## config.mk

```make
export PLATFORM = sky130hd
export DESIGN_NAME = decoder3x8_seq
export DESIGN_NICKNAME = d
export VERILOG_FILES = /design/src/rtl/decoder3x8_seq.sv
export SDC_FILE = /design/constraint.sdc
export NUM_CORES = 1
export LEC_CHECK = 0
export BUFFER_PORTS_ARGS = -buffer_cell sky130_fd_sc_hd__buf_2
export CAP_MARGIN = 5
export CORE_MARGIN = 1
export CORE_UTILIZATION = 57
export CTS_CLUSTER_SIZE = 12
export DETAILED_ROUTE_END_ITERATION = 8
export PLACE_DENSITY_LB_ADDON = 0.2
export REMOVE_ABC_BUFFERS = 1
export SLEW_MARGIN = 15
export SYNTH_ARGS = -nofsm -noshare
export SYNTH_HDL_FRONTEND = slang
export SYNTH_SLANG_ARGS = --single-unit
export TNS_END_PERCENT = 1
```

## constraint.sdc

```tcl
create_clock -name clk -period 3.2 [get_ports clk]
set_input_delay 0.32 -clock clk [delete_from_list [all_inputs] [get_ports clk]]
set_output_delay 0.32 -clock clk [all_outputs]
set_load 0.05 [all_outputs]
```

## src/rtl/decoder3x8_seq.sv

```systemverilog
// decoder3x8_seq: buffers 3-bit codes in a 2-entry FIFO and replays each as a one-hot byte for HOLD cycles plus GAP zero cycles
//   in_valid/in_ready/code : code input handshake, ready only from registered occupancy
//   data                   : registered one-hot word or zero
//   done                   : high on the last cycle a word is driven
//   busy                   : FSM active or FIFO non-empty
//   count                  : codes popped since reset, wrapping
module decoder3x8_seq #(
    parameter int HOLD = 4,
    parameter int GAP  = 1
) (
    input  logic        clk,
    input  logic        rst_n,
    input  logic        in_valid,
    output logic        in_ready,
    input  logic [2:0]  code,
    output logic [7:0]  data,
    output logic        done,
    output logic        busy,
    output logic [15:0] count
);
    typedef enum logic [1:0] {S_IDLE, S_HOLD, S_GAP} state_t;
    state_t      state_q, state_d;
    logic [7:0]  cnt_q, cnt_d;
    logic [7:0]  data_q, data_d;
    logic [15:0] count_q, count_d;
    logic [2:0]  mem_q [2];
    logic [2:0]  mem_d [2];
    logic        rd_q, rd_d, wr_q, wr_d;
    logic [1:0]  occ_q, occ_d;
    logic        push, pop;
    assign in_ready = occ_q != 2'd2;
    assign done     = state_q == S_HOLD && cnt_q == 8'd0;
    assign busy     = state_q != S_IDLE || occ_q != 2'd0;
    assign data     = data_q;
    assign count    = count_q;
    always_comb begin
        push    = in_valid && in_ready;
        pop     = 1'b0;
        state_d = state_q;
        cnt_d   = cnt_q;
        data_d  = data_q;
        count_d = count_q;
        case (state_q)
            S_IDLE: pop = occ_q != 2'd0;
            S_HOLD:
                if (cnt_q != 8'd0) cnt_d = cnt_q - 8'd1;
                else if (GAP > 0) begin
                    data_d  = 8'd0;
                    cnt_d   = 8'(GAP - 1);
                    state_d = S_GAP;
                end
                else if (occ_q != 2'd0) pop = 1'b1;
                else begin
                    data_d  = 8'd0;
                    state_d = S_IDLE;
                end
            S_GAP:
                if (cnt_q != 8'd0) cnt_d = cnt_q - 8'd1;
                else if (occ_q != 2'd0) pop = 1'b1;
                else state_d = S_IDLE;
            default: state_d = S_IDLE;
        endcase
        // a pop always restarts a word, whatever state it came from
        if (pop) begin
            data_d  = 8'd1 << mem_q[rd_q];
            cnt_d   = 8'(HOLD - 1);
            state_d = S_HOLD;
            count_d = count_q + 16'd1;
        end
        mem_d = mem_q;
        if (push) mem_d[wr_q] = code;
        wr_d  = wr_q ^ push;
        rd_d  = rd_q ^ pop;
        occ_d = occ_q + {1'b0, push} - {1'b0, pop};
    end
    always_ff @(posedge clk or negedge rst_n) begin
        if (!rst_n) begin
            state_q <= S_IDLE;
            cnt_q   <= 8'd0;
            data_q  <= 8'd0;
            count_q <= 16'd0;
            mem_q   <= '{default: '0};
            rd_q    <= 1'b0;
            wr_q    <= 1'b0;
            occ_q   <= 2'd0;
        end else begin
            state_q <= state_d;
            cnt_q   <= cnt_d;
            data_q  <= data_d;
            count_q <= count_d;
            mem_q   <= mem_d;
            rd_q    <= rd_d;
            wr_q    <= wr_d;
            occ_q   <= occ_d;
        end
    end
endmodule
```

# After elaboration in Yosys (flattened, before gate mapping)
# Index checks and enable logic that the tools add are counted.
[classes] addsub=4 n_lt_le_gt_ge=3 n_eq_ne=9 n_shift=1 muxes=21 bitwise_logic=4 n_reduce_logical=14
[op_table] operator="2-to-1 mux 8 bit" n=6
[op_table] operator="adder 16 x 1 -> 16 bit, second input constant" n=1
[op_table] operator="one-hot mux 8 bit (2 select lines)" n=1
[op_table] operator="2-to-1 mux 3 bit" n=4
[op_table] operator="!= test 3 bit, second input constant" n=4
[op_table] operator="zero test 8 bit" n=1
[op_table] operator="2-to-1 mux 2 bit" n=4
[op_table] operator="nonzero test 8 bit" n=1
[op_table] operator="<< shifter 1 x 3 -> 8 bit, first input constant" n=1
[op_table] operator="subtractor 8 x 1 -> 8 bit, second input constant" n=1
[op_table] operator="bitwise mux 6 bit" n=1
[op_table] operator="!= test 2 bit, second input constant" n=3
[op_table] operator="one-hot mux 2 bit (3 select lines)" n=1
[op_table] operator="nonzero test 2 bit" n=3
[op_table] operator=">= comparator 2 bit, second input constant" n=2
[op_table] operator="inverter 1 -> 2 bit" n=2
[op_table] operator="AND reduction 2 bit" n=2
[op_table] operator="AND reduction 4 bit" n=1
[op_table] operator="demux 3 bit (select 1 bit)" n=1
[op_table] operator="logical AND 1 bit" n=3
[op_table] operator="nonzero test 3 bit" n=1
[op_table] operator="adder 2 x 1 -> 2 bit" n=1
[op_table] operator="equality test 2 x 1 -> 1 bit, second input constant" n=1
[op_table] operator="equality test 2 bit, second input constant" n=1
[op_table] operator="other kinds (7)" n=9
[word_totals] regBits=44 input_bits=6 wordCells=65

# Depth between registers and ports, before layout
# Gate-level depths: netlist of run 1.
[logic_depth] ltp_word=6 ltp_mapped=12 ltp_nobuf=11

# Worst setup path before layout of run 1
# OpenSTA, ideal clock, no wires.
[synth_path] kind="reg-to-output" start="register cnt_q[0]" end="output done" arrival_ps=2083 required_time_ps=2880 slack_ps=797 stages_incl_launch_ff=8 n_path_buf=1 path_cell_list="dfrtp_1 -> inv_1 -> ha_1 -> or3b_1 -> buf_2 -> nor2_2 -> nand2_1 -> nor2_1"
[synth_between] elab_chain_cells=2
[synth_lines] item="start, declared" line="23" rtl="logic [7:0] cnt_q, cnt_d;"
[synth_lines] item="start signal, assigned" line="88" rtl="cnt_q <= cnt_d;"
[synth_lines] item="zero test 8 bit" line="32" rtl="assign done = state_q == S_HOLD && cnt_q == 8'd0;"
[synth_lines] item="logical AND 1 bit" line="32"
[synth_lines] item="end, declared" line="17" rtl="output logic done,"
# Every way passes these cells.

# Worst setup path in the final report of run 1
# Ends and elaborated chain as after synthesis.

==> flow_summary.yaml, run 1 <==
yosys:
  synth_edf_count: 0
  synth-seq-area-share: 0.471
  yosysTopAreaCell: "dfrtp_1"
  syn_avg_cell_area_um2: 10.9
  synth_most_common_cell: "dfrtp_1"
  synth_top_cell_area_share: 0.471
  async_flop_share: 1.00
  synthCells: 215
  synth_seq_cells: 44
  yosys-top-cells-area: "dfrtp_1, xor2_1, xnor2_1"
  synthDistinctLibCells: 55
  yosysWarnings: 0
  synthTopCellsByCount: "dfrtp_1, inv_1, nand2_1, nor2_1, xor2_1"
  synth_ff_type: "dfrtp_1"
  synth_area_um2: 2340
floorplan:
  start_util: 0.615
  die_y_um: 66.0
  die_x_um: 66.0
  io_pins: 33
  dieArea_um2: 4360
  rows: 22
  coreArea_um2: 3800
detailed_routing:
  post_drt_wl_per_cell_um: 15.4
  wl_met2_um: 2160
  highest_layer: "met4"
  drt_wl_total_um: 4580
  vias_per_cell: 6.02
  route.met3.wl_um: 200
  wl_met1_um: 2180
  drt_iter0_drc: 96
  ant_nets: 0
  drc: 0
  vias: 1795
  drtPass1Iterations: 4
sta:
  fin_ws_ns: 0.554
  hold_viol: 0
  fin_skew_ns: 0.00615
  fin_setup_tns_ns: 0
  rsz0062_at_grt: "false"
  slew_violations: 0
  max_freq_ghz: 0.378
  layout_min_cycle_time_ns: 2.65
  finalCritPeriodShare: 0.827
  slew-limit-headroom: 0.351
  setup_viol: 0
  worst_slew_pin_slew_ns: 0.973
power_and_ir_drop:
  p_clk_frac: 0.142
  ir_worst_vdd_mv: 0.546
  seq_power_share: 0.382
  swShare: 0.466
  leakage_nw: 1.25
  intPower_mw: 1.34
  p_switching_mw: 1.18
  power.density_nw_per_um2: 960
  p_comb_frac: 0.475
clock_network:
  cts_buffers: 5
  clock-sinks: 44
  insertion_delay_ns: 0.29
  clk_pin_slew_worst_paths_ns: 0.08
  cts_max_path_buffers: 2
  post_cts_buffers: 0
  cts_root_buf: "clkbuf_8"
  cts-htree-levels: 2
  cts_tree: "done"
  post_cts_resized: 0
  hold_buffers: 0
critical_path:
  critical_path.top_delay_family: "simple AND/OR/NAND/NOR gates"
  slowest_stage: "or3b_1"
  worstPathArrival_ns: 2.33
  path_cells: "inv_1 -> ha_1 -> or3b_1 -> nor2_2 -> nand2_1 -> nor2_1 -> buf_2"
  critPathRequiredTime_ns: 2.88
  startpoint_type: "register"
  cp_num_buf_inv: 2
  criticalPathCategory: "reg -> out"
  cp_max_fo: 6
  cpPeakStageDelay_ns: 0.49
  end_kind: "primary output"
final_layout:
  diodes: 0
  final_cell_area_um2: 2630
  area_delta_synth_final_pct: 12.4
  drive_gt1_frac: 0.248
  final_nets: 261
  fillers: 293
placement:
  post-place-ws_ns: 0.673
  dpl-instance-area_um2: 2530
  hpwl_um: 3290
  portBuffers: 32
  place.gp.congestion: 0.908
grt:
  grt_pass1_wl_um: 7670
  grt_antenna_before_repair: 0
  grt_max_degree: 45
  grt_overflow_total: 0
  grt_pass1_vias: 1650
  grt_util_all_layers: 0.232
run_status:
  status: "complete, no violations"
worst_hold_path:
  min_path_type: "in -> async"
flow_run:
  cap_violations: 0
[power by group through the flow]
stage	logic [mW]	registers, mW	clock network [mW]
after CTS	1.21	0.958	0.367
after floorplan	0.759	1.12	0
after global routing	1.32	0.990	0.390
after global placement	1.18	0.964	0
after detailed placement	1.20	0.970	0
final	1.20	0.963	0.359
[cell type report]
cell class                 count  area [um2]  area share
multi-input combinational    148        1140       0.433
clock buffer                   7        86.3      0.0329
inverter                      17        66.3      0.0253
timing repair buffer          33         168      0.0639
clock inverter                 1        7.51     0.00286
tap                           48        60.1      0.0229
sequential                    44        1100       0.419
[kinds of logic (layout without fill, tap and decap cells)]
logic type               after synthesis  in the layout  synth area share
AND/OR/NAND/NOR                       68             68             0.182
AO/OA/AOI/OAI                         47             47             0.159
flip-flops                            44             44             0.471
buffers and inverters                 23             58            0.0423
XOR/XNOR                              19             19            0.0712
multiplexers                           8              8            0.0418
adder cells (fa/ha/maj)                6              6            0.0321
[registers in the layout, summed over array words and instances (netlist names)]
register and cells:
rd_q 1, wr_q 1, count 16, occ_q 2, cnt_q 8, data 8
mem_q 6, state_q 2
[metal layers]
metal,up-vias,track usage
met1,893,0.313
met2,40,0.372
met3,4,0.0552
li1,858,-
met5,-,0
met4,0,0.0665
[layout by cell type, fill, tap and decap left out, drive strengths merged, types with 2 or more instances in the layout]
master and instances:
dfrtp 44, or4 2, a21oi 7, a22o 4, xnor2 9, mux2i 3
buf 33, o21ai 10, o211ai 4, nor2 12, nor3 8, a32o 4
inv 17, xor2 10, o32ai 4, nand4 7, nand2b 2, mux2 4
nand2 16, nor4 5, a31oi 3, and3 3, nand3 7, ha 6
clkbuf 7
[worst reg2reg max path: stages (launching register included)]
cell	delay, ns
dfrtp_1	0.44
inv_1	0.08
ha_1	0.22
or3b_1	0.50
o21ai_4	0.30
nand2_4	0.11
inv_4	0.12
ha_1	0.23
inv_1	0.05
ha_1	0.14
xnor2_1	0.13
xnor2_1	0.14
[stage by stage]
stage	power (mW)	hold WS (ns)	cells	utilization
after floorplan	1.88	0.0244	209	-
after global placement	2.14	0.457	290	0.666
after detailed placement	2.17	0.460	290	0.666
after CTS	2.53	0.207	298	0.691
after global routing	2.70	0.253	298	0.691
final	2.52	0.179	298	0.691
[path summary, 6_finish.rpt]
kind                            from        end  slack (ns)  depth (start not counted)
min reg2reg                count[15]  count[15]        0.47                          1
min                            rst_n  count[14]        0.18                          1
max in group asynchronous      rst_n   mem_q[4]        2.42                          1
max reg2reg                 cnt_q[0]   occ_q[1]        0.65                         11
max                         cnt_q[0]       done        0.55                          7
min in group clk             code[1]   mem_q[1]        0.26                          3
Note: power is estimated with default switching activity, not from simulation.
==> run 2: changes to the inputs <==
clock period = 2.6 ns   (was 3.2 ns; I/O delays follow)
==> flow_summary.yaml, run 2 (synthesis results as in run 1) <==
grt:
  grt_overflow_total: 0
  grt_pass1_wl_um: 7780
  grtUsageMet2: 0.384
  use_met3: 0.0483
  busiest_layer: "met2"
  grt_pass1_vias: 1738
  grt_max_degree: 45
  gr-usage-met1: 0.310
  grt_antenna_before_repair: 0
  grt_util_all_layers: 0.239
critical_path:
  worstPathArrival_ns: 2.14
  cp_num_buf_inv: 2
  startpoint_type: "register"
  critPathRequiredTime_ns: 2.34
  cpPeakStageDelay_ns: 0.46
  critical_path.top_delay_family: "simple AND/OR/NAND/NOR gates"
  cp_max_fo: 6
  end_kind: "primary output"
  criticalPathCategory: "reg -> out"
  path_cells: "inv_1 -> ha_1 -> or3b_4 -> nor2_2 -> nand2_1 -> nor2_1 -> buf_2"
  slowest_stage: "or3b_4"
final_layout:
  multi_input_area_um2: 1140
  final_util: 0.701
  final_common_cell: "dfrtp_1"
  final_nets: 263
  area_delta_synth_final_pct: 14.0
  seq_area_um2: 1100
  diodes: 0
  largest_reg_flops: 16
  layout_common_cells: "dfrtp_1, buf_2, inv_1"
  fillers: 260
  drive_gt1_frac: 0.262
  final_cell_area_um2: 2660
detailed_routing:
  vias: 1774
  drt_wl_total_um: 4510
  drt_iter0_drc: 116
  ant_nets: 0
  vias_per_cell: 5.91
  drtPass1Iterations: 4
  post_drt_wl_per_cell_um: 15.0
  drc: 0
clock_network:
  post_cts_buffers: 0
  cts_max_path_buffers: 2
  cts_buffers: 5
  clock-sinks: 44
  clk_pin_slew_worst_paths_ns: 0.09
  insertion_delay_ns: 0.30
  cts_root_buf: "clkbuf_8"
  cts-htree-levels: 2
  cts_tree: "done"
placement:
  dpl-instance-area_um2: 2550
  hpwl_um: 3200
  portBuffers: 32
  place.gp.congestion: 0.908
  post-place-ws_ns: 0.173
sta:
  finalCritPeriodShare: 0.924
  max_freq_ghz: 0.416
  fin_setup_tns_ns: 0
  worst_slew_pin_slew_ns: 0.952
  rsz0062_at_grt: "false"
  fin_ws_ns: 0.199
  setup_viol: 0
  hold_viol: 0
  fin_skew_ns: 0.00605
  slew_violations: 0
  layout_min_cycle_time_ns: 2.40
  slew-limit-headroom: 0.365
power_and_ir_drop:
  ir_worst_vdd_mv: 0.698
  seq_power_share: 0.369
  power.density_nw_per_um2: 1210
  p_switching_mw: 1.48
  p_comb_frac: 0.464
  intPower_mw: 1.74
  p_clk_frac: 0.167
  swShare: 0.459
  leakage_nw: 1.27
floorplan:
  coreArea_um2: 3800
  die_x_um: 66.0
  start_util: 0.615
  die_y_um: 66.0
  rows: 22
  dieArea_um2: 4360
  io_pins: 33
run_status:
  status: "complete, no violations"
worst_hold_path:
  min_path_type: "in -> async"
flow_run:
  cap_violations: 0
[run 2: cell count changes in the layout (fill, tap and decap cells not counted)]
cell | before | now
clkbuf_8 | 6 | 5
or3b_1 | 1 | 0
bufinv_16 | 0 | 1
clkbuf_1 | 1 | 0
or3b_4 | 0 | 1
inv_6 | 0 | 1
buf_4 | 1 | 3
[run 2: final cells by class]
type	count	share of cell area
repair buffers	35	0.0686
multi-input cells	148	0.427
flip-flops and latches	44	0.413
clock buffers	5	0.0258
clock inverters	3	0.0174
inverters	17	0.0249
well taps	48	0.0225
[run 2: path summary, 6_finish.rpt]
check	start	endpoint	slack, ns	cells past startpoint
worst max-delay path	cnt_q[0]	done	0.20	7
worst min-delay path	rst_n	count[11]	0.1	1
worst max register to register	cnt_q[0]	occ_q[1]	0.23	11
worst min register to register	count[15]	count[15]	0.47	1
max in group asynchronous	rst_n	data[1]	1.91	1
min in group clk	code[1]	mem_q[4]	0.19	3
[run 2: power by group through the flow]
stage / registers, mW / logic (mW) / clock network, mW
after floorplan: 1.38 / 0.934 / 0
final: 1.19 / 1.50 / 0.537
after CTS: 1.18 / 1.50 / 0.548
after global routing: 1.22 / 1.64 / 0.583
after detailed placement: 1.19 / 1.49 / 0
after global placement: 1.19 / 1.46 / 0
[run 2: metal layers]
metal | part of all wire | wire length, um
met3 | 0.045 | 201
met5 | 0 | 0
met1 | 0.48 | 2160
met4 | 0.015 | 67
met2 | 0.46 | 2080
[run 2: timing repair]
item                                    CTS  global route
hold buffers                              0             0
resized for setup                         0             1
endpoints found under the setup margin    0             2
[run 2: worst reg2reg max path, stage by stage (launching register included)]
cell and delay (ns):
dfrtp_1 0.44, inv_1 0.08, ha_1 0.23, or3b_4 0.46, o21ai_4 0.19, nand2_4 0.09, inv_4 0.11, ha_1 0.23
inv_1 0.05, ha_1 0.15, xnor2_1 0.14, xnor2_1 0.13
[run 2: per-stage QoR]
stage	total power [mW]	hold WS, ns	cells
after floorplan	2.32	-0.0356	209
after global placement	2.65	0.457	292
after CTS	3.22	0.141	300
after global routing	3.44	0.182	300
final	3.22	0.0992	300
after detailed placement	2.68	0.461	292
==> run 3: changes to the inputs <==
GPL_TIMING_DRIVEN = 0   (was default)
==> flow_summary.yaml, run 3 (synthesis results as in run 1) <==
power_and_ir_drop:
  ir_worst_vdd_mv: 0.680
  power.density_nw_per_um2: 1180
  leakage_nw: 1.25
placement:
  place.gp.congestion: 0.911
  dp_cells: 289
  hpwl_um: 3200
  portBuffers: 32
floorplan:
  dieArea_um2: 4360
  io_pins: 33
  die_x_um: 66.0
  die_y_um: 66.0
  start_util: 0.615
  coreArea_um2: 3800
  rows: 22
final_layout:
  diodes: 0
  final_util: 0.694
  area_delta_synth_final_pct: 12.9
  drive_gt1_frac: 0.259
  final_common_cell: "dfrtp_1"
  final_nets: 262
  fillers: 297
  layout_common_cells: "dfrtp_1, buf_2, inv_1"
  largest_reg_flops: 16
  final_cells: 299
sta:
  slew_violations: 0
  setup_viol: 0
  finalCritPeriodShare: 0.943
  layout_min_cycle_time_ns: 2.45
  fin_skew_ns: 0.00587
  fin_setup_tns_ns: 0
  worst_slew_pin_slew_ns: 0.936
  slew-limit-headroom: 0.376
  max_freq_ghz: 0.408
  hold_viol: 0
critical_path:
  worst_path_most_repeated_cell: "ha_1"
  worstPathArrival_ns: 2.67
  startpoint_type: "register"
  path_cells: "inv_1 -> ha_1 -> or3b_4 -> o21ai_4 -> nand2_4 -> inv_4 -> ha_1 -> inv_1 -> ha_1 -> xnor2_1 -> xnor2_1"
  cp_max_fo: 8
  criticalPathCategory: "reg -> reg"
  slowest_stage: "or3b_4"
  end_kind: "register"
  critPathRequiredTime_ns: 2.82
  cpPeakStageDelay_ns: 0.47
grt:
  grt_max_degree: 45
  grt_antenna_before_repair: 0
  grt_overflow_total: 0
  grt_util_all_layers: 0.232
  grt_pass1_wl_um: 7510
  grt_pass1_vias: 1631
flow_run:
  cap_violations: 0
clock_network:
  clk_pin_slew_worst_paths_ns: 0.08
  cts_root_buf: "clkbuf_8"
  hold_buffers: 0
  cts-htree-levels: 2
  clock-sinks: 44
  cts_buffers: 5
  cts_tree: "done"
  cts_max_path_buffers: 2
  insertion_delay_ns: 0.30
detailed_routing:
  drc: 0
  drtPass1Iterations: 4
  vias: 1783
  drt_wl_total_um: 4450
  vias_per_cell: 5.96
  drt_iter0_drc: 130
  post_drt_wl_per_cell_um: 14.9
  ant_nets: 0
run_status:
  status: "complete, no violations"
worst_hold_path:
  min_path_type: "in -> async"
[run 3: changes by cell type in the layout (fill, tap and decap cells not counted), sizes merged]
cell / previous run / this run
clkinv: 0 / 3
clkbuf: 5 / 6
buf: 35 / 33
bufinv: 1 / 0
clkinvlp: 1 / 0
inv: 18 / 17
[run 3: through the flow]
step | hold WS [ns] | setup WS [ns] | power [mW] | cell area (um2)
after floorplan | -0.0356 | 0.246 | 2.32 | 2300
after detailed placement | 0.457 | -0.00205 | 2.67 | 2520
after CTS | 0.130 | 0.00672 | 3.09 | 2610
final | 0.0937 | 0.147 | 3.10 | 2640
after global routing | 0.167 | -0.0000908 | 3.33 | 2640
after global placement | 0.456 | 0.0630 | 2.62 | 2520
[run 3: what timing repair did]
| item | 4_1_cts | 5_1_grt |
|---|---|---|
| gates resized for setup | 0 | 3 |
| gates cloned | 0 | 0 |
| pin swaps | 1 | 1 |
| endpoints found under the setup margin | 1 | 2 |
| endpoints found under the hold margin | 0 | 0 |
| setup buffers | 0 | 2 |
[run 3: final timing paths]
| path | end | slack, ns | depth (start not counted) | start |
|---|---|---|---|---|
| setup / recovery | occ_q[1] | 0.15 | 11 | cnt_q[1] |
| hold / removal | count[14] | 0.09 | 1 | rst_n |
| setup reg to reg | occ_q[1] | 0.15 | 11 | cnt_q[1] |
| hold reg to reg | count[15] | 0.47 | 1 | count[15] |
| max in group asynchronous | mem_q[4] | 1.91 | 1 | rst_n |
| min in group clk | mem_q[3] | 0.18 | 3 | code[0] |
[run 3: where the power goes]
part           switching [mW]  internal (mW)
sequential              0.292          0.905
combinational           0.935          0.547
clock                   0.236          0.187
[run 3: critical path: cells and delay by family, from the launching register on]
| kind | cells | cell delay, ns |
|---|---|---|
| buffers and inverters | 3 | 0.28 |
| adder cells (fa/ha/maj) | 3 | 0.61 |
| AO/OA/AOI/OAI | 1 | 0.23 |
| AND/OR/NAND/NOR | 2 | 0.56 |
| flip-flops | 1 | 0.41 |
| XOR/XNOR | 2 | 0.28 |
[run 3: cell type report]
class	count	area [um2]	share of cell area
clock buffer	5	68.8	0.0261
clock inverter	3	18.8	0.00712
inverter	17	66.3	0.0252
multi-input combinational	148	1140	0.434
sequential	44	1100	0.418
tap	48	60.1	0.0228
timing repair buffer	34	178	0.0674
[run 3: layer usage]
| layer | wire [um] | part of all wire | global-route usage |
|---|---|---|---|
| met1 | 2080 | 0.47 | 0.309 |
| met2 | 2120 | 0.48 | 0.374 |
| met3 | 217 | 0.049 | 0.0621 |
| met4 | 36 | 0.0081 | 0.0638 |
| met5 | 0 | 0 | 0 |
